File: config.mk
export PLATFORM = sky130hd
export DESIGN_NAME = b16_uart_debug_flat
export DESIGN_NICKNAME = d
export VERILOG_FILES = /design/src/rtl/b16_uart_debug_if.sv /design/src/rtl/b16_uart_debug.sv /design/src/flat_wrapper.sv
export SDC_FILE = /design/constraint.sdc
export NUM_CORES = 1
export LEC_CHECK = 0
export BUFFER_PORTS_ARGS = -buffer_cell sky130_fd_sc_hd__buf_2
export CORE_ASPECT_RATIO = 0.7
export CORE_MARGIN = 2
export CORE_UTILIZATION = 47
export CTS_CLUSTER_DIAMETER = 60
export DETAILED_ROUTE_END_ITERATION = 6
export SKIP_LAST_GASP = 1
export SYNTH_ARGS = -nofsm -noshare
export SYNTH_HDL_FRONTEND = slang
export SYNTH_SLANG_ARGS = --single-unit
File: constraint.sdc
create_clock -name clk -period 8.52 [get_ports clk]
set_clock_uncertainty 0.2 [all_clocks]
set_input_delay 2.13 -clock clk [delete_from_list [all_inputs] [get_ports clk]]
set_output_delay 2.13 -clock clk [all_outputs]
set_load 0.03 [all_outputs]
File: src/rtl/b16_uart_debug_if.sv
`default_nettype none
// ============================================================================
// b16_uart_debug_if : debug strobe/data bus between host bridge and b16 cpu
// Rev 1.0
// ============================================================================
interface b16_uart_debug_if;
  logic        dr;
  logic        dw;
  logic [2:0]  daddr;
  logic [15:0] dwdata;
  logic [15:0] drdata;

  modport master (output dr, dw, daddr, dwdata, input drdata);
  modport slave  (input dr, dw, daddr, dwdata, output drdata);
endinterface
`default_nettype wire

File: src/rtl/b16_uart_debug.sv
`default_nettype none
// ============================================================================
// b16_uart_debug : UART (8N1) command bridge driving the b16 cpu debug port
// Rev 1.0
// ============================================================================
module b16_uart_debug #(
  parameter logic [15:0] DIV     = 16'd434,
  parameter logic [7:0]  TIMEOUT = 8'd32
) (
  input  logic             clk,
  input  logic             nreset,
  input  logic             rxd,
  output logic             txd,
  output logic             drun,
  input  logic             bp_hit,
  b16_uart_debug_if.master dbg
);

  localparam logic [15:0] BIT_LAST  = DIV - 16'd1;
  localparam logic [15:0] HALF_LAST = (DIV >> 1) - 16'd1;
  localparam logic [23:0] TMO_LAST  = 24'(DIV) * 24'(TIMEOUT) - 24'd1;
  localparam logic [7:0]  ACK = 8'h06;
  localparam logic [7:0]  NAK = 8'h15;
  localparam logic [7:0]  BRK = 8'h42;

  typedef enum logic [1:0] {RX_HUNT, RX_START, RX_DATA, RX_STOP} rx_st_t;
  typedef enum logic [2:0] {P_IDLE, P_WHI, P_WLO, P_STROBE, P_RESP} p_st_t;

  // receiver
  logic        sync1_q, sync2_q, prev_q;
  rx_st_t      rx_st_q, rx_st_d;
  logic [15:0] rx_cnt_q, rx_cnt_d;
  logic [2:0]  rx_bit_q, rx_bit_d;
  logic [7:0]  rx_sh_q, rx_sh_d;
  logic        rx_valid, rx_ferr;

  // parser
  p_st_t       p_st_q, p_st_d;
  logic [2:0]  addr_q, addr_d;
  logic [15:0] dwdata_q, dwdata_d;
  logic        is_wr_q, is_wr_d;
  logic        drun_q, drun_d;
  logic [23:0] tmo_q, tmo_d;
  logic [1:0]  resp_n_q, resp_n_d;
  logic [7:0]  resp0_q, resp0_d, resp1_q, resp1_d;
  logic        dr_c, dw_c;

  // tx queue and transmitter
  logic [7:0]  q0_q, q0_d, q1_q, q1_d;
  logic [1:0]  qcnt_q, qcnt_d;
  logic        bp_pend_q, bp_pend_d;
  logic [1:0]  resp_taken;
  logic        tx_pop;
  logic        tx_busy_q, tx_busy_d;
  logic [9:0]  tx_sh_q, tx_sh_d;
  logic [3:0]  tx_bit_q, tx_bit_d;
  logic [15:0] tx_cnt_q, tx_cnt_d;
  logic        txd_q, txd_d;

  always_ff @(posedge clk or negedge nreset) begin
    if (!nreset) begin
      sync1_q   <= 1'b1;
      sync2_q   <= 1'b1;
      prev_q    <= 1'b1;
      rx_st_q   <= RX_HUNT;
      rx_cnt_q  <= '0;
      rx_bit_q  <= '0;
      rx_sh_q   <= '0;
      p_st_q    <= P_IDLE;
      addr_q    <= '0;
      dwdata_q  <= '0;
      is_wr_q   <= 1'b0;
      drun_q    <= 1'b1;
      tmo_q     <= '0;
      resp_n_q  <= '0;
      resp0_q   <= '0;
      resp1_q   <= '0;
      q0_q      <= '0;
      q1_q      <= '0;
      qcnt_q    <= '0;
      bp_pend_q <= 1'b0;
      tx_busy_q <= 1'b0;
      tx_sh_q   <= '1;
      tx_bit_q  <= '0;
      tx_cnt_q  <= '0;
      txd_q     <= 1'b1;
    end else begin
      sync1_q   <= rxd;
      sync2_q   <= sync1_q;
      prev_q    <= sync2_q;
      rx_st_q   <= rx_st_d;
      rx_cnt_q  <= rx_cnt_d;
      rx_bit_q  <= rx_bit_d;
      rx_sh_q   <= rx_sh_d;
      p_st_q    <= p_st_d;
      addr_q    <= addr_d;
      dwdata_q  <= dwdata_d;
      is_wr_q   <= is_wr_d;
      drun_q    <= drun_d;
      tmo_q     <= tmo_d;
      resp_n_q  <= resp_n_d;
      resp0_q   <= resp0_d;
      resp1_q   <= resp1_d;
      q0_q      <= q0_d;
      q1_q      <= q1_d;
      qcnt_q    <= qcnt_d;
      bp_pend_q <= bp_pend_d;
      tx_busy_q <= tx_busy_d;
      tx_sh_q   <= tx_sh_d;
      tx_bit_q  <= tx_bit_d;
      tx_cnt_q  <= tx_cnt_d;
      txd_q     <= txd_d;
    end
  end

  // Receiver: start bit re-checked half a bit after the falling edge
  always_comb begin
    rx_st_d  = rx_st_q;
    rx_cnt_d = rx_cnt_q;
    rx_bit_d = rx_bit_q;
    rx_sh_d  = rx_sh_q;
    rx_valid = 1'b0;
    rx_ferr  = 1'b0;
    case (rx_st_q)
      RX_HUNT: begin
        if (prev_q && !sync2_q) begin
          rx_st_d  = RX_START;
          rx_cnt_d = HALF_LAST;
        end
      end
      RX_START: begin
        if (rx_cnt_q != 16'd0) begin
          rx_cnt_d = rx_cnt_q - 16'd1;
        end else if (sync2_q) begin
          rx_st_d = RX_HUNT;
        end else begin
          rx_st_d  = RX_DATA;
          rx_cnt_d = BIT_LAST;
          rx_bit_d = 3'd0;
        end
      end
      RX_DATA: begin
        if (rx_cnt_q != 16'd0) begin
          rx_cnt_d = rx_cnt_q - 16'd1;
        end else begin
          rx_sh_d  = {sync2_q, rx_sh_q[7:1]};
          rx_cnt_d = BIT_LAST;
          rx_bit_d = rx_bit_q + 3'd1;
          if (rx_bit_q == 3'd7) begin
            rx_st_d = RX_STOP;
          end
        end
      end
      RX_STOP: begin
        if (rx_cnt_q != 16'd0) begin
          rx_cnt_d = rx_cnt_q - 16'd1;
        end else begin
          rx_st_d  = RX_HUNT;
          rx_valid = sync2_q;
          rx_ferr  = !sync2_q;
        end
      end
      default: rx_st_d = RX_HUNT;
    endcase
  end

  // Command parser; responses go to a small holding buffer drained into the queue
  always_comb begin
    p_st_d   = p_st_q;
    addr_d   = addr_q;
    dwdata_d = dwdata_q;
    is_wr_d  = is_wr_q;
    drun_d   = drun_q;
    tmo_d    = '0;
    resp0_d  = resp0_q;
    resp1_d  = resp1_q;
    resp_n_d = resp_n_q;
    dr_c     = 1'b0;
    dw_c     = 1'b0;
    if (resp_taken == 2'd1) begin
      resp0_d  = resp1_q;
      resp_n_d = resp_n_q - 2'd1;
    end else if (resp_taken == 2'd2) begin
      resp_n_d = 2'd0;
    end
    case (p_st_q)
      P_IDLE: begin
        if (rx_valid) begin
          case (rx_sh_q[7:4])
            4'h1, 4'h2: begin
              if (drun_q) begin
                resp0_d  = NAK;
                resp_n_d = 2'd1;
              end else begin
                addr_d  = rx_sh_q[2:0];
                is_wr_d = (rx_sh_q[7:4] == 4'h1);
                p_st_d  = (rx_sh_q[7:4] == 4'h1) ? P_WHI : P_STROBE;
              end
            end
            4'h3: begin
              drun_d   = 1'b1;
              resp0_d  = ACK;
              resp_n_d = 2'd1;
              p_st_d   = P_RESP;
            end
            4'h4: begin
              drun_d   = 1'b0;
              resp0_d  = ACK;
              resp_n_d = 2'd1;
              p_st_d   = P_RESP;
            end
            default: begin
              resp0_d  = NAK;
              resp_n_d = 2'd1;
              p_st_d   = P_RESP;
            end
          endcase
        end
      end
      P_WHI, P_WLO: begin
        if (rx_valid) begin
          if (p_st_q == P_WHI) begin
            dwdata_d[15:8] = rx_sh_q;
            p_st_d         = P_WLO;
          end else begin
            dwdata_d[7:0] = rx_sh_q;
            p_st_d        = P_STROBE;
          end
        end else if (rx_ferr) begin
          p_st_d = P_IDLE;
        end else if (tmo_q == TMO_LAST) begin
          resp0_d  = NAK;
          resp_n_d = 2'd1;
          p_st_d   = P_IDLE;
        end else begin
          tmo_d = tmo_q + 24'd1;
        end
      end
      P_STROBE: begin
        dw_c   = is_wr_q;
        dr_c   = !is_wr_q;
        p_st_d = P_RESP;
        if (is_wr_q) begin
          resp0_d  = ACK;
          resp_n_d = 2'd1;
        end else begin
          resp0_d  = dbg.drdata[15:8];
          resp1_d  = dbg.drdata[7:0];
          resp_n_d = 2'd2;
        end
      end
      P_RESP: begin
        if (resp_n_q == 2'd0 && qcnt_q == 2'd0) begin
          p_st_d = P_IDLE;
        end
      end
      default: p_st_d = P_IDLE;
    endcase
    // A breakpoint overrides any run command landing in the same cycle
    if (bp_hit) begin
      drun_d = 1'b0;
    end
  end

  // TX queue: pop for the transmitter first, then pending responses, then 'B'
  always_comb begin
    q0_d       = q0_q;
    q1_d       = q1_q;
    qcnt_d     = qcnt_q;
    resp_taken = 2'd0;
    bp_pend_d  = bp_hit;
    if (tx_pop) begin
      q0_d   = q1_q;
      qcnt_d = qcnt_q - 2'd1;
    end
    if (resp_n_q != 2'd0 && qcnt_d != 2'd2) begin
      if (qcnt_d == 2'd0) q0_d = resp0_q;
      else                q1_d = resp0_q;
      qcnt_d     = qcnt_d + 2'd1;
      resp_taken = 2'd1;
    end
    if (resp_n_q == 2'd2 && resp_taken == 2'd1 && qcnt_d != 2'd2) begin
      if (qcnt_d == 2'd0) q0_d = resp1_q;
      else                q1_d = resp1_q;
      qcnt_d     = qcnt_d + 2'd1;
      resp_taken = 2'd2;
    end
    if (bp_pend_q && resp_taken == resp_n_q && qcnt_d != 2'd2) begin
      if (qcnt_d == 2'd0) q0_d = BRK;
      else                q1_d = BRK;
      qcnt_d = qcnt_d + 2'd1;
    end
  end

  // Transmitter: next frame is loaded on the last stop-bit cycle, no idle gap
  always_comb begin
    tx_busy_d = tx_busy_q;
    tx_sh_d   = tx_sh_q;
    tx_bit_d  = tx_bit_q;
    tx_cnt_d  = tx_cnt_q;
    tx_pop    = 1'b0;
    if (!tx_busy_q || (tx_cnt_q == 16'd0 && tx_bit_q == 4'd9)) begin
      if (qcnt_q != 2'd0) begin
        tx_pop    = 1'b1;
        tx_busy_d = 1'b1;
        tx_sh_d   = {1'b1, q0_q, 1'b0};
        tx_bit_d  = 4'd0;
        tx_cnt_d  = BIT_LAST;
      end else begin
        tx_busy_d = 1'b0;
      end
    end else if (tx_cnt_q != 16'd0) begin
      tx_cnt_d = tx_cnt_q - 16'd1;
    end else begin
      tx_sh_d  = {1'b1, tx_sh_q[9:1]};
      tx_bit_d = tx_bit_q + 4'd1;
      tx_cnt_d = BIT_LAST;
    end
    txd_d = tx_busy_d ? tx_sh_d[0] : 1'b1;
  end

  assign txd        = txd_q;
  assign drun       = drun_q;
  assign dbg.dr     = dr_c;
  assign dbg.dw     = dw_c;
  assign dbg.daddr  = addr_q;
  assign dbg.dwdata = dwdata_q;

endmodule
`default_nettype wire

File: src/flat_wrapper.sv
// flat-port wrapper written by rule: the top's interface ports become plain ports
module b16_uart_debug_flat 
#(
  parameter logic [15:0] DIV     = 16'd434,
  parameter logic [7:0]  TIMEOUT = 8'd32
)
  (clk, nreset, rxd, txd, drun, bp_hit, dbg_dr, dbg_dw, dbg_daddr, dbg_dwdata, dbg_drdata);
  b16_uart_debug_if dbg_i ();
  input  logic clk;
  input  logic nreset;
  input  logic rxd;
  output logic txd;
  output logic drun;
  input  logic bp_hit;
  output wire logic [$bits(dbg_i.dr)-1:0] dbg_dr;
  output wire logic [$bits(dbg_i.dw)-1:0] dbg_dw;
  output wire logic [$bits(dbg_i.daddr)-1:0] dbg_daddr;
  output wire logic [$bits(dbg_i.dwdata)-1:0] dbg_dwdata;
  input wire logic [$bits(dbg_i.drdata)-1:0] dbg_drdata;
  assign dbg_dr = dbg_i.dr;
  assign dbg_dw = dbg_i.dw;
  assign dbg_daddr = dbg_i.daddr;
  assign dbg_dwdata = dbg_i.dwdata;
  assign dbg_i.drdata = dbg_drdata;
  b16_uart_debug #(.DIV(DIV), .TIMEOUT(TIMEOUT)) u_core (.clk(clk), .nreset(nreset), .rxd(rxd), .txd(txd), .drun(drun), .bp_hit(bp_hit), .dbg(dbg_i));
endmodule
==> results of run 1 <==
==> worst max-delay path, delay by kind of cell (launching register included) <==
| kind | cells | cell delay, ns |
|---|---|---|
| and+or+nand+nor | 7 | 2.73 |
| DFF | 1 | 0.42 |
| buffers and inverters | 2 | 0.38 |
| AOI/OAI and AO/OA | 4 | 0.85 |
| adders and majority gates | 4 | 0.90 |
| xor gates and xnor gates | 2 | 0.52 |
==> logic make-up after synthesis <==
| kind of cell | count (synthesis) |
|---|---|
| multiplexers | 52 |
| AO/OA/AOI/OAI | 171 |
| adder cells (fa/ha/maj) | 22 |
| XOR/XNOR | 40 |
| flip-flops | 149 |
| AND/OR/NAND/NOR | 284 |
| buffers and inverters | 54 |
==> cells in the mapped netlist, types with 3 or more instances <==
library cell                 n  share of area, %
sky130_fd_sc_hd__nor4b_1     3              0.35
sky130_fd_sc_hd__and2_1      4              0.33
sky130_fd_sc_hd__xnor2_1    23               2.6
sky130_fd_sc_hd__mux2i_1    17               2.2
sky130_fd_sc_hd__o21a_1      3              0.30
sky130_fd_sc_hd__nand3b_1    3              0.30
sky130_fd_sc_hd__nand4_1     7              0.58
sky130_fd_sc_hd__o211ai_1    4              0.39
sky130_fd_sc_hd__dfrtp_1   134                44
sky130_fd_sc_hd__clkbuf_1   27               1.3
sky130_fd_sc_hd__nor4_1     11              0.91
sky130_fd_sc_hd__a21o_1      8              0.79
sky130_fd_sc_hd__xor2_1     16               1.8
sky130_fd_sc_hd__a22o_1      6              0.69
sky130_fd_sc_hd__or2_2       3              0.25
sky130_fd_sc_hd__dfstp_2    15               5.2
sky130_fd_sc_hd__or3_1       7              0.58
sky130_fd_sc_hd__buf_2       4              0.26
sky130_fd_sc_hd__nand3_1    19               1.3
sky130_fd_sc_hd__and3_1      9              0.74
sky130_fd_sc_hd__o21ai_1     4              0.26
sky130_fd_sc_hd__nor3b_1     3              0.30
sky130_fd_sc_hd__mux2_2     32               4.7
sky130_fd_sc_hd__a211oi_1    5              0.49
sky130_fd_sc_hd__a311oi_1    6              0.69
sky130_fd_sc_hd__nor3_1     18               1.2
sky130_fd_sc_hd__a211o_1     5              0.58
sky130_fd_sc_hd__a22oi_1    10              0.99
sky130_fd_sc_hd__a31oi_1     6              0.49
sky130_fd_sc_hd__o31ai_1     4              0.39
sky130_fd_sc_hd__o21ai_0    57               3.8
sky130_fd_sc_hd__nor2_1     88               4.3
sky130_fd_sc_hd__nand2b_1    5              0.41
sky130_fd_sc_hd__inv_1      20              0.99
sky130_fd_sc_hd__a21oi_1    32               2.1
sky130_fd_sc_hd__or4_1       3              0.30
sky130_fd_sc_hd__ha_1       22               3.6
sky130_fd_sc_hd__mux2_1      3              0.44
sky130_fd_sc_hd__nand2_1    91               4.5
==> routing by layer <==
metal	up-vias	GRT usage [%]
li1	2821	-
met1	3037	32.5
met2	159	32.1
met3	19	5.53
met4	0	5.14
met5	-	0
==> area by class of cell <==
class	instances	area, sq um	area share, %
Clock buffer	18	439	5.10
Clock inverter	14	200	2.32
Inverter	20	75.1	0.872
Multi-Input combinational cell	569	3650	42.3
Sequential cell	149	3750	43.5
Tap cell	200	250	2.91
Timing Repair Buffer	47	254	2.95
==> where the power goes <==
part           leakage, uW  total, uW  internal (uW)  switching [uW]
combinational      0.00170        861            338             523
sequential         0.00195        944            833             111
clock             0.000315        814            502             313
total              0.00397       2620           1670             947
==> stage by stage <==
stage               worst slack [ns]  total power (uW)  hold WS, ns
global route                    1.82              2800        0.176
detailed placement              2.43              1800        0.159
CTS                             2.40              2630        0.173
floorplan                       3.15              1600        0.145
global placement                2.61              1760        0.155
finish                          2.35              2620        0.168
==> worst max path at each step <==
| stage | endpoint | from | cells past startpoint | slack, ns |
|---|---|---|---|---|
| 2_1_floorplan | u_core.q0_q[1]$_DFF_PN0_ | u_core.tx_cnt_q[9]$_DFFE_PN0P_ | 21 | 3.15 |
| 4_1_cts | u_core.q0_q[4]$_DFF_PN0_ | u_core.tx_cnt_q[0]$_DFFE_PN0P_ | 19 | 2.40 |
| 5_1_grt | u_core.q0_q[3]$_DFF_PN0_ | u_core.tx_cnt_q[0]$_DFFE_PN0P_ | 19 | 1.82 |
| 3_3_place_gp | u_core.q0_q[1]$_DFF_PN0_ | u_core.tx_cnt_q[0]$_DFFE_PN0P_ | 19 | 2.61 |
| 3_5_place_dp | u_core.q0_q[4]$_DFF_PN0_ | u_core.tx_cnt_q[0]$_DFFE_PN0P_ | 19 | 2.43 |
| 6_report | u_core.q0_q[3]$_DFF_PN0_ | u_core.tx_cnt_q[0]$_DFFE_PN0P_ | 19 | 2.35 |
==> registers in the layout (all words and copies together), names as in the netlist, 2 cells and up, named ones only <==
register / flops
u_core.resp1_q: 8
u_core.tx_bit_q: 4
u_core.dbg.dwdata: 16
u_core.resp_n_q: 2
u_core.rx_cnt_q: 16
u_core.rx_sh_q: 8
u_core.dbg.daddr: 3
u_core.qcnt_q: 2
u_core.p_st_q: 3
u_core.tx_sh_q: 10
u_core.rx_bit_q: 3
u_core.q1_q: 8
u_core.q0_q: 8
u_core.resp0_q: 8
u_core.tx_cnt_q: 16
u_core.tmo_q: 24
==> results.md, run 1 <==
- Commonest non-fill, non-tap cells in the layout: 134 x sky130_fd_sc_hd__dfrtp_1, 91 x sky130_fd_sc_hd__nand2_1, 88 x sky130_fd_sc_hd__nor2_1, 57 x sky130_fd_sc_hd__o21ai_0, 41 x sky130_fd_sc_hd__buf_2
- Met1 routed wirelength after detailed routing: 8.76 mm
- Count of final max-slew check failures: 0
- Number of antenna violations at the first check in global routing: 0
- Endpoint with the worst hold slack: u_core.sync2_q$_DFF_PN1_
- CP Class: flop to flop
- Wire length of the first global-routing pass: 29.9 mm
- Maximum count of clock buffers along a single path: 2
- Required arrival time at the worst endpoint: 8.60 ns
- Hold_buf cts: 0
- Synth Area in Simple Gates: 17.5%
- Total grt overflow: 0
- Area growth from synthesis to layout: 13.3%
- R2r endpoint: u_core.q0_q[3]$_DFF_PN0_
- Worst-path maximum fanout: 20
- Worst setup EP type: flop
- Vertical extent of the die: 110 microns
- Standard cell core area: 0.0156 sq mm
- Source-to-sink clock delay at the later pin of the worst-skew pair: 0.43 ns
- Netlist Area Pre-Place: 0.00760 sq mm
- DR pass1 iterations: 5
- Share of final-layout standard cells stronger than drive strength 1: 16.9%
- Period Utilization, post-route: 72.5%
- Count of mapped cells out of synthesis: 772
- Clock sinks: 149
- Number of non-filler instances in the completed layout: 1017
- Post-route setup TNS: 0 ns
- Number of enable-type register cells in the synthesized netlist: 0
- Via count of the first global-routing pass: 5827
- Clock transition at path regs: 0.07 ns
- Worst slew pin tran: 1.20 ns
- Commonest non-fill, non-tap cell in the layout: sky130_fd_sc_hd__dfrtp_1
- PwrDens: 304 mW/mm^2
- Peak supply drop: 0.151 mV
- Adder-cell area share of the yosys netlist: 3.62%
- Post-synthesis net count: 814
- Xor and xnor area share after synthesis: 4.71%
- Reported leakage power: 0.00397 uW
- Row count: 38
- Area of all placed cells without fillers: 0.00861 sq mm
- Mux share of post-synthesis cell area: 7.42%
- Most common cell on crit path: sky130_fd_sc_hd__ha_1
- Setup repair after global routing missed its margin: false
- Starting density of the core: 48.6%
- Routed via count divided by cell count: 5.94
- Die Width: 156 microns
- Cell at the slowest stage of the critical path: sky130_fd_sc_hd__nor3b_1
- Total detailed-routing wirelength: 17.9 mm
- Critical path cell sequence: inv_1 > ha_1 > nor3b_1 > nand4bb_1 > o21ai_2 > buf_4 > xnor2_1 > ha_1 > or2_2 > o2111a_1 > a311oi_4 > ha_1 > nand2b_1 > nand2_1 > xnor2_2 > ha_1 > nand4b_1 > nor2_1 > a21oi_1
- Post-synthesis register bit count: 149
- Avg Synthesized Cell Area: 9.85 sq um
- Number of nets with antenna violations after routing: 0
- Antenna Diode Count: 0
- Die area: 0.0172 sq mm
- Cells on worst reg2reg path: 19
- Run status: finished clean
- Startpoint of the worst-slack reg-to-reg timing path: u_core.tx_cnt_q[0]$_DFFE_PN0P_
- First DRT Iteration DRCs: 573
- I/O pin count: 43
- Top Metal Used: met4
- Placer's final routability congestion estimate: 0.845
- Cell depth of the worst min-delay path: 0
- Detailed-route via count: 6036
- Fill cell total of the finished layout: 1363
- Dpl cell area: 0.00797 sq mm
- Dominant combinational cell family by area after synthesis: simple AND/OR/NAND/NOR gates
- Fraction of the mapped netlist area in compound gates: 14.6%
- Max cap viols: 0
- Fin crit period: 6.17 ns
- Post-cts resize count: 0
- Type of origin of the critical path: flop
- Source of the worst hold timing path: u_core.sync1_q$_DFF_PN1_
- Wire length per cell: 17.6 microns
- CTS Root Buffer Type: sky130_fd_sc_hd__clkbuf_16
- Number of CTS-inserted buffers: 17
- Crit path DAT: 6.25 ns
- Number of placed instances with taps included: 985
- Sequential area share after synthesis: 49.3%
- Total met2 wirelength after detailed routing: 8.04 mm
- Final setup violation count: 0
- Total global-route track usage: 21.9%
- Unique masters post-synth: 66
- Number of input and output port buffers inserted: 42
- Met3 routed wirelength: 981 microns
- Highest clock rate: 162 MHz
- Type of the worst min-delay path: flop to flop
- Clock tree from TritonCTS: done
- NumNets Final: 846
- Half-perimeter wire length after detailed placement: 12.6 mm
- End-of-flow core utilization: 55.1%
- Most frequently used flop master after synthesis: sky130_fd_sc_hd__dfrtp_1
- Delay contributed by the slowest stage of the critical path: 0.60 ns
- Setup slack of the worst register-to-register path: 2.35 ns
- Clock H-tree levels: 4
- Setup Buffers After CTS: 0
- Total number of yosys warnings: 0
- Largest net degree at the start of global routing: 82
- Max-slew headroom at the worst pin: 19.5%
- Detailed-route DRC error count: 0
- Final Hold Violating Endpoints: 0
- Proportion of register bits with asynchronous set or reset after synthesis: 100%
No activity file was read; power rests on OpenSTA's default activity.
==> inputs of run 2 (changes only) <==
Settings changed: PLACE_DENSITY set to 0.67.
Clock period 8.52 ns to 5.38 ns, I/O delays scaled along.
==> run 2 against run 1 <==
  * Clock-buffer cell count rose by 1
  * Cell count rose by 0.49%
  * Via count fell by 1.4%
  * Core utilization fell by 0.064 points
  * Sequential power rose by 59%
  * Critical path type unchanged
  * Sequential share of layout area rose by 0.051 points
  * First-iteration DRC count fell by 13%
  * Highest routed layer unchanged
  * Largest power group unchanged
  * Setup slack got worse by 2.1 ns
  * Combinational power rose by 68%
==> results.md, run 2 (synthesis gave the netlist of run 1 again) <==
- Die area: 0.0172 sq mm (unchanged)
- Delay contributed by the slowest stage of the critical path: 0.63 ns (+0.03 ns)
- R2r endpoint: u_core.q0_q[1]$_DFF_PN0_
- Fill cell total of the finished layout: 1338 (-1.8%)
- Layer with the highest usage after global routing: met1
- Commonest non-fill, non-tap cells in the layout: 134 x sky130_fd_sc_hd__dfrtp_1, 91 x sky130_fd_sc_hd__nand2_1, 86 x sky130_fd_sc_hd__nor2_1, 57 x sky130_fd_sc_hd__o21ai_0, 41 x sky130_fd_sc_hd__buf_2
- Max cap viols: 0 (unchanged)
- Post-route setup TNS: 0 ns (unchanged)
- Commonest non-fill, non-tap cell in the layout: sky130_fd_sc_hd__dfrtp_1
- PwrDens: 476 mW/mm^2 (+57%)
- Worst slew pin tran: 1.18 ns (-0.0230 ns)
- First DRT Iteration DRCs: 500 (-13%)
- Total detailed-routing wirelength: 17.3 mm (-3.3%)
- Detailed-route via count: 5949 (-1.4%)
- Wire length of the first global-routing pass: 28.9 mm (-3.4%)
- Die Width: 156 microns (unchanged)
- Critical path cell sequence: or4_1 > or3_1 > o21ai_2 > xnor2_1 > ha_1 > or2_2 > buf_4 > a311oi_4 > ha_1 > nand2b_1 > nand2_1 > buf_4 > inv_1 > ha_1 > nand4b_1 > buf_4 > nor2_4 > a211o_1
- Count of final max-slew check failures: 0 (unchanged)
- End-of-flow core utilization: 55.0% (-0.064 points)
- Period Utilization, post-route: 95.5% (+23 points)
- Reported leakage power: 0.00395 uW (-0.62%)
- Final Hold Violating Endpoints: 0 (unchanged)
- Fin crit period: 5.14 ns (-1.04 ns)
- Number of input and output port buffers inserted: 42 (unchanged)
- Worst setup EP type: flop
- GR met3 Demand/Resource: 5.57% (+0.039 points)
- Flip-flop count of the largest register, all copies and words added: 24 (unchanged)
- Run status: finished clean
- Highest clock rate: 195 MHz (+20%)
- Setup slack of the worst register-to-register path: 0.24 ns (-2.10 ns)
- FF/Latch Area: 0.00375 sq mm (unchanged)
- Clock sinks: 149 (unchanged)
- Overall Power: 4100 uW (+56%)
- Peak supply drop: 0.205 mV (+35%)
- I/O pin count: 43 (unchanged)
- Source of the worst hold timing path: u_core.sync1_q$_DFF_PN1_
- Placer's final routability congestion estimate: 0.847 (+0.26%)
- Largest net degree at the start of global routing: 127 (+55%)
- Cell depth of the worst min-delay path: 0 (unchanged)
- Source-to-sink clock delay at the later pin of the worst-skew pair: 0.42 ns (about the same)
- Maximum count of clock buffers along a single path: 2 (unchanged)
- Multi-input gate area in the final layout: 0.00366 sq mm (+0.41%)
- Fraction of met1 tracks used by global routing: 31.4% (-1.1 points)
- Via count of the first global-routing pass: 5760 (-1.1%)
- Number of CTS-inserted buffers: 17 (unchanged)
- CTS Root Buffer Type: sky130_fd_sc_hd__clkbuf_16
- Endpoint with the worst hold slack: u_core.sync2_q$_DFF_PN1_
- Number of placed instances with taps included: 988 (+0.30%)
- Clock tree from TritonCTS: done
- NumNets Final: 851 (+0.59%)
- Final setup violation count: 0 (unchanged)
- Vertical extent of the die: 110 microns (unchanged)
- Detailed-route DRC error count: 0 (unchanged)
- Startpoint of the worst-slack reg-to-reg timing path: u_core.tx_cnt_q[9]$_DFFE_PN0P_
- Clock H-tree levels: 4 (unchanged)
- Largest Register: u_core.tmo_q
- Required arrival time at the worst endpoint: 5.48 ns (-3.12 ns)
- Worst-path maximum fanout: 15 (-25%)
- CP Class: flop to flop
- Clock transition at path regs: 0.06 ns (about the same)
- Type of the worst min-delay path: flop to flop
- Cells on worst reg2reg path: 18 (-1)
- Total global-route track usage: 21.0% (-0.87 points)
- Starting density of the core: 48.6% (unchanged)
- Type of origin of the critical path: flop
- DR pass1 iterations: 5 (unchanged)
- Number of nets with antenna violations after routing: 0 (unchanged)
- Cell at the slowest stage of the critical path: sky130_fd_sc_hd__or4_1
- Row count: 38 (unchanged)
- Total grt overflow: 0 (unchanged)
- Routed via count divided by cell count: 5.82 (-1.9%)
- Half-perimeter wire length after detailed placement: 12.1 mm (-4.1%)
- Met2 Resource Use GR: 30.4% (-1.7 points)
- Antenna Diode Count: 0 (unchanged)
- Setup repair after global routing missed its margin: false
- Crit path DAT: 5.24 ns (-1.01 ns)
- Number of non-filler instances in the completed layout: 1022 (+0.49%)
- Max-slew headroom at the worst pin: 21.1% (+1.5 points)
- Standard cell core area: 0.0156 sq mm (unchanged)
- Share of final-layout standard cells stronger than drive strength 1: 17.5% (+0.63 points)
- Wire length per cell: 16.9 microns (-3.8%)
- Number of antenna violations at the first check in global routing: 0 (unchanged)
- Area growth from synthesis to layout: 13.1%
run 2: changes by cell type in the layout (fill, tap and decap cells not counted), moves of 2 or more:
| cell | before | now |
|---|---|---|
| sky130_fd_sc_hd__nor2_1 | 88 | 86 |
| sky130_fd_sc_hd__clkinv_2 | 2 | 4 |
| sky130_fd_sc_hd__clkinv_4 | 5 | 1 |
| sky130_fd_sc_hd__inv_6 | 3 | 0 |
| sky130_fd_sc_hd__buf_4 | 5 | 10 |
| sky130_fd_sc_hd__nor2_4 | 0 | 2 |
| sky130_fd_sc_hd__bufinv_16 | 4 | 2 |
| sky130_fd_sc_hd__clkinvlp_4 | 0 | 6 |
run 2: per-stage QoR:
step | hold WS, ns | area, sq um | worst slack [ns]
2_1_floorplan | 0.145 | 7600 | 0.0136
3_3_place_gp | 0.146 | 8000 | 0.328
3_5_place_dp | 0.150 | 8000 | 0.0782
4_1_cts | 0.159 | 8570 | 0.0631
5_1_grt | 0.163 | 8600 | 0.0338
6_report | 0.157 | 8600 | 0.243
run 2: routing by layer:
layer	vias up	part of all wire (%)
met1	2956	50
li1	2819	-
met5	-	0
met2	161	44
met4	0	0.90
met3	13	5.0
run 2: timing repair:
action                                  in CTS  in global routing
endpoints found under the setup margin       0                 14
resized for setup                            0                  4
hold buffers                                 0                  0
setup buffers                                0                  2
run 2: power by group:
part	internal, uW	switching [uW]	total, uW
logic	576	869	1450
registers	1320	178	1500
clock network	691	466	1160
run 2: layout make-up:
cell class | count | area share, %
tap | 200 | 2.91
inverter | 20 | 0.873
multi-input combinational | 569 | 42.6
clock inverter | 13 | 1.56
clock buffer | 19 | 5.15
timing repair buffer | 52 | 3.39
sequential | 149 | 43.6
run 2: how the worst max path moves through the flow:
stage	startpoint	endpoint	slack, ns	cells past startpoint
after floorplan	u_core.tx_cnt_q[9]$_DFFE_PN0P_	u_core.q0_q[1]$_DFF_PN0_	0.01	21
after global placement	u_core.tx_cnt_q[9]$_DFFE_PN0P_	u_core.q0_q[1]$_DFF_PN0_	0.33	16
after detailed placement	u_core.tx_cnt_q[9]$_DFFE_PN0P_	u_core.q0_q[0]$_DFF_PN0_	0.08	16
after CTS	u_core.tx_cnt_q[9]$_DFFE_PN0P_	u_core.q0_q[0]$_DFF_PN0_	0.06	16
after global routing	u_core.tx_cnt_q[0]$_DFFE_PN0P_	u_core.q0_q[1]$_DFF_PN0_	0.03	21
final	u_core.tx_cnt_q[9]$_DFFE_PN0P_	u_core.q0_q[1]$_DFF_PN0_	0.24	18
run 2: critical path, delay by kind of cell (launching register included):
family / cells / cell delay, ns
compound gates: 3 / 0.85
xor+xnor: 1 / 0.22
fa+ha+maj: 3 / 0.75
buf+inv: 4 / 0.72
flops: 1 / 0.43
simple gates: 7 / 1.83
